File: src/rtl/music_sequencer.sv
// Melody sequencer: plays the ROUND or WRONG jingle from a small note ROM as a square wave,
// stepping notes on a divided tick and signalling start/completion to the round logic.
module music_sequencer #(
    parameter int unsigned TICK_DIV   = 5_000_000,
    parameter int unsigned NOTE_TICKS = 2,
    parameter int unsigned BASE_HALF  = 25_000,
    parameter int unsigned STEP_HALF  = 2_500
) (
    input  logic       clock,
    input  logic       reset,
    input  logic       start_round,
    input  logic       wrong,
    output logic       is_music_playing,
    output logic       reset_current_index,
    output logic [2:0] note_index,
    output logic       tone_out,
    output logic       done
);

    localparam int unsigned HalfMax = BASE_HALF + 14 * STEP_HALF;
    localparam int unsigned TickW   = (TICK_DIV > 1) ? $clog2(TICK_DIV) : 1;
    localparam int unsigned NtW     = (NOTE_TICKS > 1) ? $clog2(NOTE_TICKS) : 1;
    localparam int unsigned HalfW   = (HalfMax > 1) ? $clog2(HalfMax) : 1;

    localparam logic ModeRound = 1'b0;
    localparam logic ModeWrong = 1'b1;

    typedef enum logic {StIdle, StPlay} state_e;

    state_e           state_q, state_d;
    logic             mode_q, mode_d;
    logic [TickW-1:0] tick_cnt_q, tick_cnt_d;
    logic [NtW-1:0]   note_tick_q, note_tick_d;
    logic [2:0]       note_index_q, note_index_d;
    logic [HalfW-1:0] half_cnt_q, half_cnt_d;
    logic             tone_q, tone_d;
    logic             done_q, done_d;
    logic             rci_q, rci_d;

    logic        restart;
    logic        tick_strobe;
    logic        note_end;
    logic        last_note;
    logic [3:0]  code;
    logic [31:0] half_max;

    function automatic logic [3:0] note_code(input logic mode, input logic [2:0] idx);
        logic [3:0] c;
        c = 4'd0;
        if (mode == ModeWrong) begin
            case (idx)
                3'd0:    c = 4'd12;
                3'd1:    c = 4'd6;
                default: c = 4'd0;
            endcase
        end else begin
            case (idx)
                3'd0:    c = 4'd4;
                3'd1:    c = 4'd8;
                3'd2:    c = 4'd12;
                3'd3:    c = 4'd15;
                default: c = 4'd0;
            endcase
        end
        return c;
    endfunction

    // start_round is only honoured from IDLE or while ROUND is playing; wrong always restarts
    assign restart     = wrong || (start_round && (state_q == StIdle || mode_q == ModeRound));
    assign tick_strobe = (state_q == StPlay) && (tick_cnt_q == TickW'(TICK_DIV - 1));
    assign note_end    = tick_strobe && (note_tick_q == NtW'(NOTE_TICKS - 1));
    assign last_note   = (note_index_q == ((mode_q == ModeWrong) ? 3'd2 : 3'd3));
    assign code        = note_code(mode_q, note_index_q);
    assign half_max    = 32'(BASE_HALF) + (32'd15 - 32'(code)) * 32'(STEP_HALF) - 32'd1;

    always_ff @(posedge clock) begin
        if (reset) begin
            state_q      <= StIdle;
            mode_q       <= ModeRound;
            tick_cnt_q   <= '0;
            note_tick_q  <= '0;
            note_index_q <= '0;
            half_cnt_q   <= '0;
            tone_q       <= 1'b0;
            done_q       <= 1'b0;
            rci_q        <= 1'b0;
        end else begin
            state_q      <= state_d;
            mode_q       <= mode_d;
            tick_cnt_q   <= tick_cnt_d;
            note_tick_q  <= note_tick_d;
            note_index_q <= note_index_d;
            half_cnt_q   <= half_cnt_d;
            tone_q       <= tone_d;
            done_q       <= done_d;
            rci_q        <= rci_d;
        end
    end

    always_comb begin
        state_d = state_q;
        unique case (state_q)
            StIdle: if (restart) state_d = StPlay;
            StPlay: if (!restart && note_end && last_note) state_d = StIdle;
        endcase
    end

    always_comb begin
        mode_d       = mode_q;
        tick_cnt_d   = tick_cnt_q;
        note_tick_d  = note_tick_q;
        note_index_d = note_index_q;
        half_cnt_d   = half_cnt_q;
        tone_d       = tone_q;
        done_d       = 1'b0;
        rci_d        = 1'b0;
        if (restart) begin
            mode_d       = wrong ? ModeWrong : ModeRound;
            tick_cnt_d   = '0;
            note_tick_d  = '0;
            note_index_d = '0;
            half_cnt_d   = '0;
            tone_d       = 1'b0;
            rci_d        = !wrong;
        end else if (state_q == StPlay) begin
            tick_cnt_d = tick_strobe ? '0 : tick_cnt_q + TickW'(1);
            if (tick_strobe) begin
                note_tick_d = note_end ? '0 : note_tick_q + NtW'(1);
            end
            if (note_end) begin
                half_cnt_d   = '0;
                tone_d       = 1'b0;
                note_index_d = last_note ? 3'd0 : note_index_q + 3'd1;
                done_d       = last_note;
            end else if (code == 4'd0) begin
                half_cnt_d = '0;
                tone_d     = 1'b0;
            end else if (32'(half_cnt_q) == half_max) begin
                half_cnt_d = '0;
                tone_d     = !tone_q;
            end else begin
                half_cnt_d = half_cnt_q + HalfW'(1);
            end
        end
    end

    assign is_music_playing    = (state_q == StPlay);
    assign reset_current_index = rci_q;
    assign note_index          = note_index_q;
    assign tone_out            = tone_q;
    assign done                = done_q;

endmodule

File: config.mk
export PLATFORM = sky130hd
export DESIGN_NAME = music_sequencer
export DESIGN_NICKNAME = d
export VERILOG_FILES = /design/src/rtl/music_sequencer.sv
export SDC_FILE = /design/constraint.sdc
export NUM_CORES = 1
export LEC_CHECK = 0
export CORE_AREA = 3 3 76 78
export CTS_CLUSTER_DIAMETER = 60
export DETAILED_ROUTE_END_ITERATION = 12
export DIE_AREA = 0 0 79 81
export DONT_BUFFER_PORTS = 1
export PLACE_DENSITY = 0.9
export SLEW_MARGIN = 20
export SYNTH_ARGS = -nofsm -noshare
export SYNTH_HDL_FRONTEND = slang
export SYNTH_SLANG_ARGS = --single-unit
File: constraint.sdc
create_clock -name clock -period 7.7 [get_ports clock]
set_input_delay 0.385 -clock clock [delete_from_list [all_inputs] [get_ports clock]]
set_output_delay 0.385 -clock clock [all_outputs]
set_load 0.02 [all_outputs]
Word level (Yosys, flattened, before mapping)
Cells that the tools add are included.
{"block": "word_totals", "regBits": 48, "latchBits": 0, "ramBits": 0, "romBits": 0, "output_inout_bits": 7, "memories": 0}
{"block": "classes", "addsub": 7, "n_mul": 1, "div_mod_pow": 0, "n_lt_le_gt_ge": 0, "n_eq_ne": 6, "shift": 0, "mux": 17, "n_bitwise": 4, "n_reduce_logical": 19}
{"op": "16-bit two-way mux", "count": 3}
{"op": "15-bit by 32-bit adder with 32-bit output (first input constant)", "count": 1}
{"op": "16-bit by 32-bit == test with 1-bit output", "count": 1}
{"op": "32-bit by 10-bit multiplier with 30-bit output (second input constant)", "count": 1}
{"op": "32-bit by 1-bit subtractor with 32-bit output (second input constant)", "count": 1}
{"op": "23-bit by 1-bit adder with 23-bit output (second input constant)", "count": 1}
{"op": "23-bit == test (second input constant)", "count": 1}
{"op": "23-bit two-way mux", "count": 1}
{"op": "16-bit by 1-bit adder with 16-bit output (second input constant)", "count": 1}
{"op": "4-bit case mux with 4 select lines", "count": 1}
{"op": "1-bit two-way mux", "count": 8}
{"op": "4-bit case mux with 2 select lines", "count": 1}
{"op": "3-bit by 2-bit == test with 1-bit output (second input constant)", "count": 2}
{"op": "2-bit AND reduction", "count": 3}
{"op": "1-bit logical AND", "count": 5}
{"op": "4-bit by 4-bit subtractor with 5-bit output (first input constant)", "count": 1}
{"op": "4-bit zero test", "count": 1}
{"op": "4-bit two-way mux", "count": 1}
{"op": "1-bit inverter", "count": 4}
{"op": "2-bit OR reduction", "count": 2}
{"op": "4-bit OR reduction", "count": 1}
{"op": "3-bit by 1-bit adder with 3-bit output (second input constant)", "count": 1}
{"op": "3-bit by 1-bit == test with 1-bit output (second input constant)", "count": 1}
{"op": "3-bit by 2-bit == test with 1-bit output", "count": 1}
{"op": "other kinds (7)", "count": 10}

Longest topological paths before layout
{"block": "depth", "word_depth": 11, "depth_mapped": 22, "ltp_nobuf": 20}

Worst setup path after synthesis
OpenSTA, ideal clock, no wires.
{"block": "synth_path", "path_type": "register to register", "from": "register note_index_q[0] (netlist: note_index[0])", "to": "register tone_q (netlist: tone_out)", "setup_time_ns": 0.074, "t_arrival_ns": 5.343, "t_required_ns": 7.626, "slack_ns": 2.283, "path_stages_with_launch": 21, "path_buffers": 0, "path_cell_list": "dfxtp_1 ha_1 ha_1 mux2_2 a2bb2oi_1 inv_1 fa_1 inv_1 ha_1 ha_1 ha_1 ha_1 fa_1 xnor2_1 a31oi_1 and3_1 or4_1 o311ai_1 nand4_2 or4b_1 a31oi_1"}
{"block": "synth_between", "elab_chain_cells": 10, "word_cells_on_any_way": 17}
{"element": "start: declaration", "line_no": "34", "text": "logic [2:0] note_index_q, note_index_d;"}
{"element": "start signal: assignment", "line_no": "92", "text": "note_index_q <= note_index_d;"}
{"element": "3-bit by 2-bit == test with 1-bit output (tied with other cells)", "line_no": "57", "text": "case (idx)"}
{"element": "4-bit case mux with 4 select lines or 4-bit case mux with 2 select lines (tied branches)", "line_no": "57, 51"}
{"element": "4-bit two-way mux *", "line_no": "50", "text": "if (mode == ModeWrong) begin"}
{"element": "4-bit by 4-bit subtractor with 5-bit output", "line_no": "74", "text": "assign half_max = 32'(BASE_HALF) + (32'd15 - 32'(code)) * 32'(STEP_HALF) - 32'd1;"}
{"element": "32-bit by 10-bit multiplier with 30-bit output", "line_no": "74"}
{"element": "15-bit by 32-bit adder with 32-bit output", "line_no": "74"}
{"element": "32-bit by 1-bit subtractor with 32-bit output", "line_no": "74"}
{"element": "16-bit by 32-bit == test with 1-bit output", "line_no": "138", "text": "end else if (32'(half_cnt_q) == half_max) begin"}
{"element": "3-bit nonzero test (no line)"}
{"element": "2-bit AND reduction (no line)"}
{"element": "end signal: assignment", "line_no": "94", "text": "tone_q <= tone_d;"}
{"element": "end: declaration", "line_no": "36", "text": "logic tone_q, tone_d;"}
Mark *: on every way between the ends. The rest lies on a longest branch, timed or not.
A chain may end at the register's enable or synchronous reset.

Worst setup path in the final report
{"block": "layout_path", "from": "register note_index_q[0] (netlist: note_index[0])", "to": "register half_cnt_q[4]"}
{"block": "layout_between", "elab_chain_cells": 11, "word_cells_on_any_way": 16}
{"element": "3-bit by 2-bit == test with 1-bit output (tied with other cells)", "line_no": "57"}
{"element": "4-bit case mux with 4 select lines or 4-bit case mux with 2 select lines (tied branches)", "line_no": "57, 51"}
{"element": "4-bit two-way mux *", "line_no": "50"}
{"element": "4-bit by 4-bit subtractor with 5-bit output", "line_no": "74"}
{"element": "32-bit by 10-bit multiplier with 30-bit output", "line_no": "74"}
{"element": "15-bit by 32-bit adder with 32-bit output", "line_no": "74"}
{"element": "32-bit by 1-bit subtractor with 32-bit output", "line_no": "74"}
{"element": "16-bit by 32-bit == test with 1-bit output", "line_no": "138"}
{"element": "16-bit two-way mux", "line_no": "138"}
{"element": "16-bit two-way mux *", "line_no": "135", "text": "end else if (code == 4'd0) begin"}
{"element": "16-bit two-way mux *", "line_no": "130", "text": "if (note_end) begin"}
{"element": "end signal: assignment", "line_no": "93", "text": "half_cnt_q <= half_cnt_d;"}
{"element": "end: declaration", "line_no": "35", "text": "logic [HalfW-1:0] half_cnt_q, half_cnt_d;"}
Marks and branches as above.

==> impl_metrics.yaml <==
worst_setup_path:
  crit_required_ps: 7840
  end_kind: "flip-flop"
  path_class: "reg -> reg"
  cp_slowest_cell: "a21oi_1"
  crit_buf_inv: 2
  arrival_ps: 6670
  crit_family: "adder cells"
  slowest_delay_ps: 860
  cpMostUsedCell: "ha_1"
  crit_chain: "ha_1 > ha_1 > mux2_2 > a2bb2oi_1 > inv_1 > fa_1 > inv_1 > ha_1 > ha_1 > ha_1 > ha_1 > fa_1 > xnor2_1 > a31oi_1 > and3_1 > or4_1 > o311ai_1 > nand4_2 > a21oi_1 > nor3_1"
  cp-start-kind: "flip-flop"
  path_max_fanout: 14
yosys:
  synth_nets: 433
  ys_ff_latch: 48
  ys.flop_type: "dfxtp_1"
  synth_cells: 393
  async_flop_share: 0
  synthMuxAreaShare: 0.009520
  synth_top_cell_by_area: "dfxtp_1"
  ys_seq_area_frac: 0.2925
  synth_area_um2: 3286
  synthAdderAreaFrac: 0.1439
  synth_xor_area_frac: 0.1493
  yosys_warnings: 0
  synth_top_family_by_area: "simple AND/OR/NAND/NOR gates"
  synth_edf_count: 0
  synth_area_per_cell_um2: 8.360
  synth_compound_area_frac: 0.09482
  ys_types: 47
  synthDominantCellAreaShare: 0.2925
  synthSimpleGateAreaFrac: 0.2677
  synth_area_leaders: "dfxtp_1, ha_1, xor2_1"
placed_design:
  gp_congestion: 0.8887
  numPortBuffers: 0
  dp_hpwl_mm: 5.172
sta:
  fin_skew_ps: 9.291
  finalCritPeriodShare: 0.8478
  timing.slew.headroom: 0.3145
  worst_slew_pin_slew_ps: 1028
  rsz0062_at_grt: "no"
  final_hold_viol_count: 0
  fin_crit_ps: 6528
  setup_viol: 0
  max_freq_mhz: 153.2
  tns_ps: 0
  maxSlewViolCount: 0
finish:
  register_area_um2: 960.9
  num_antenna_cells: 0
  fin_nets: 426
  final_cell_mix: "dfxtp_1, nor2_1, ha_1"
  area_delta_synth_final_pct: 4.189
  layout_commonest_cell: "dfxtp_1"
  fillers: 404
  multi_input_area_um2: 2186
  drive_above_1_share: 0.04393
routing:
  wl_met2_mm: 3.353
  drt_iter0_drc: 157
  met1_length_mm: 3.035
  vias: 2792
  finalWirelength_mm: 6.980
  routed.top_layer: "met4"
  wl_met3_um: 330
  avgViaCountPerCell: 6.109
  drc: 0
  final_antenna_net_count: 0
  firstDrtPassIters: 5
  wl_per_cell_um: 15.27
clock_network:
  cts.path.max_buffers: 2
  clock-sinks: 48
  insertion_delay_ps: 300
  ctsRootBufferMaster: "clkbuf_8"
  clkSlewWorstSetupHoldPaths_ps: 90
  cts_hold_buf: 0
  cts_tree: "yes"
  postCtsResizedCells: 0
  cts_setup_buffers: 0
  htreeDepth: 2
  numCtsBuffers: 5
pwr:
  peakVddDrop_v: 0.0001503
  p_switching_mw: 0.1153
  pwr-share-comb: 0.091
  p_total_mw: 0.4896
  p_per_area_nw_per_um2: 143.0
  p_int_mw: 0.3743
  p_leak_nw: 1.274
  sequentialPowerShare: 0.518
  p_clk_frac: 0.391
  switching_share: 0.2355
run:
  cap_violations: 0
grt:
  overflow: 0
  grt_pass1_vias: 2626
  antenna_found_initial: 0
  grt.total_usage: 0.2264
  grt_pass1_wl_mm: 11.56
  grt_max_degree: 24
die:
  die_w_um: 79
  io-pin-count: 11
  num_rows: 26
  die-area_um2: 6399
  start_util: 0.6392
  core-area_um2: 5140
  die_y_um: 81
status:
  status: "finished, final reports clean"
hold_path:
  hold_path_class: "in -> reg"
registers in the layout, indices dropped and copies added, names as in the netlist:
name,flops
done,1
half_cnt_q,16
is_music_playing,1
mode_q,1
note_index,3
note_tick_q,1
reset_current_index,1
tick_cnt_q,23
tone_out,1
path summary, 6_finish.rpt:
check | from | endpoint | slack [ps] | depth (start not counted)
worst max register to register | note_index[0] | half_cnt_q[4] | 1170 | 20
worst min-delay path | reset | mode_q | 140 | 1
worst min register to register | tick_cnt_q[14] | tick_cnt_q[14] | 530 | 2
worst max-delay path | note_index[0] | half_cnt_q[4] | 1170 | 20
per-layer routing:
metal	GRT usage	vias up
met5	0	-
met4	0.1117	0
met3	0.04989	29
met2	0.3822	86
met1	0.2732	1318
li1	-	1359
cell usage after synthesis (2+ instances only):
library cell,instances
a31oi_1,4
nand3_1,25
a21oi_1,20
nor2_1,38
buf_6,2
nor3_1,22
mux2i_1,2
dfxtp_1,48
and3b_1,2
fa_1,3
o21ai_0,8
nand2_1,26
ha_1,33
or2_2,4
nor3b_1,3
or4_1,2
o211ai_1,2
nor4_1,5
nand3b_1,4
a21boi_0,3
xor2_1,29
buf_2,3
a211oi_1,3
xnor2_1,27
nand2b_1,3
nor2b_1,2
and3_1,11
nand4_1,10
a2bb2oi_1,2
and2_1,2
clkbuf_1,9
inv_1,17
or3_1,5
cell families after synthesis:
| logic type | Yosys count |
|---|---|
| compound gates | 48 |
| xor+xnor | 56 |
| fa+ha+maj | 36 |
| buf+inv | 32 |
| flops | 48 |
| mux | 3 |
| simple gates | 170 |
power groups by stage:
stage | clock (mW) | combinational [mW] | sequential (mW)
floorplan | 0 | 0.0372 | 0.257
global placement | 0 | 0.0409 | 0.259
detailed placement | 0 | 0.0437 | 0.259
CTS | 0.193 | 0.0442 | 0.254
global route | 0.201 | 0.0494 | 0.254
finish | 0.191 | 0.0445 | 0.254
worst register-to-register path: stages, from the launching register on:
cell and delay (ps):
dfxtp_1 590, ha_1 270, ha_1 220, mux2_2 170
a2bb2oi_1 500, inv_1 260, fa_1 540, inv_1 40
ha_1 180, ha_1 190, ha_1 290, ha_1 240
fa_1 450, xnor2_1 360, a31oi_1 130, and3_1 210
or4_1 410, o311ai_1 130, nand4_2 220, a21oi_1 860
nor3_1 110
layout make-up:
type,instances,area share
multi-input cells,313,0.6385
inverters,18,0.01974
well taps,70,0.02558
flip-flops and latches,48,0.2807
clock inverters,2,0.01133
clock buffers,6,0.02412
per-stage QoR:
| step | setup WS [ps] | utilization | cell area [um2] | hold slack (ps) | instances |
|---|---|---|---|---|---|
| 4_1_cts | 1231 | 0.6660 | 3423 | 137.7 | 457 |
| 5_1_grt | 729.5 | 0.6660 | 3423 | 132.0 | 457 |
| 3_3_place_gp | 1523 | 0.6424 | 3302 | 461.7 | 449 |
| 2_1_floorplan | 2283 | - | 3286 | 457.4 | 393 |
| 6_report | 1172 | 0.6660 | 3423 | 138.5 | 457 |
| 3_5_place_dp | 1271 | 0.6424 | 3302 | 460.7 | 449 |
Note: power is estimated with default switching activity, not from simulation.
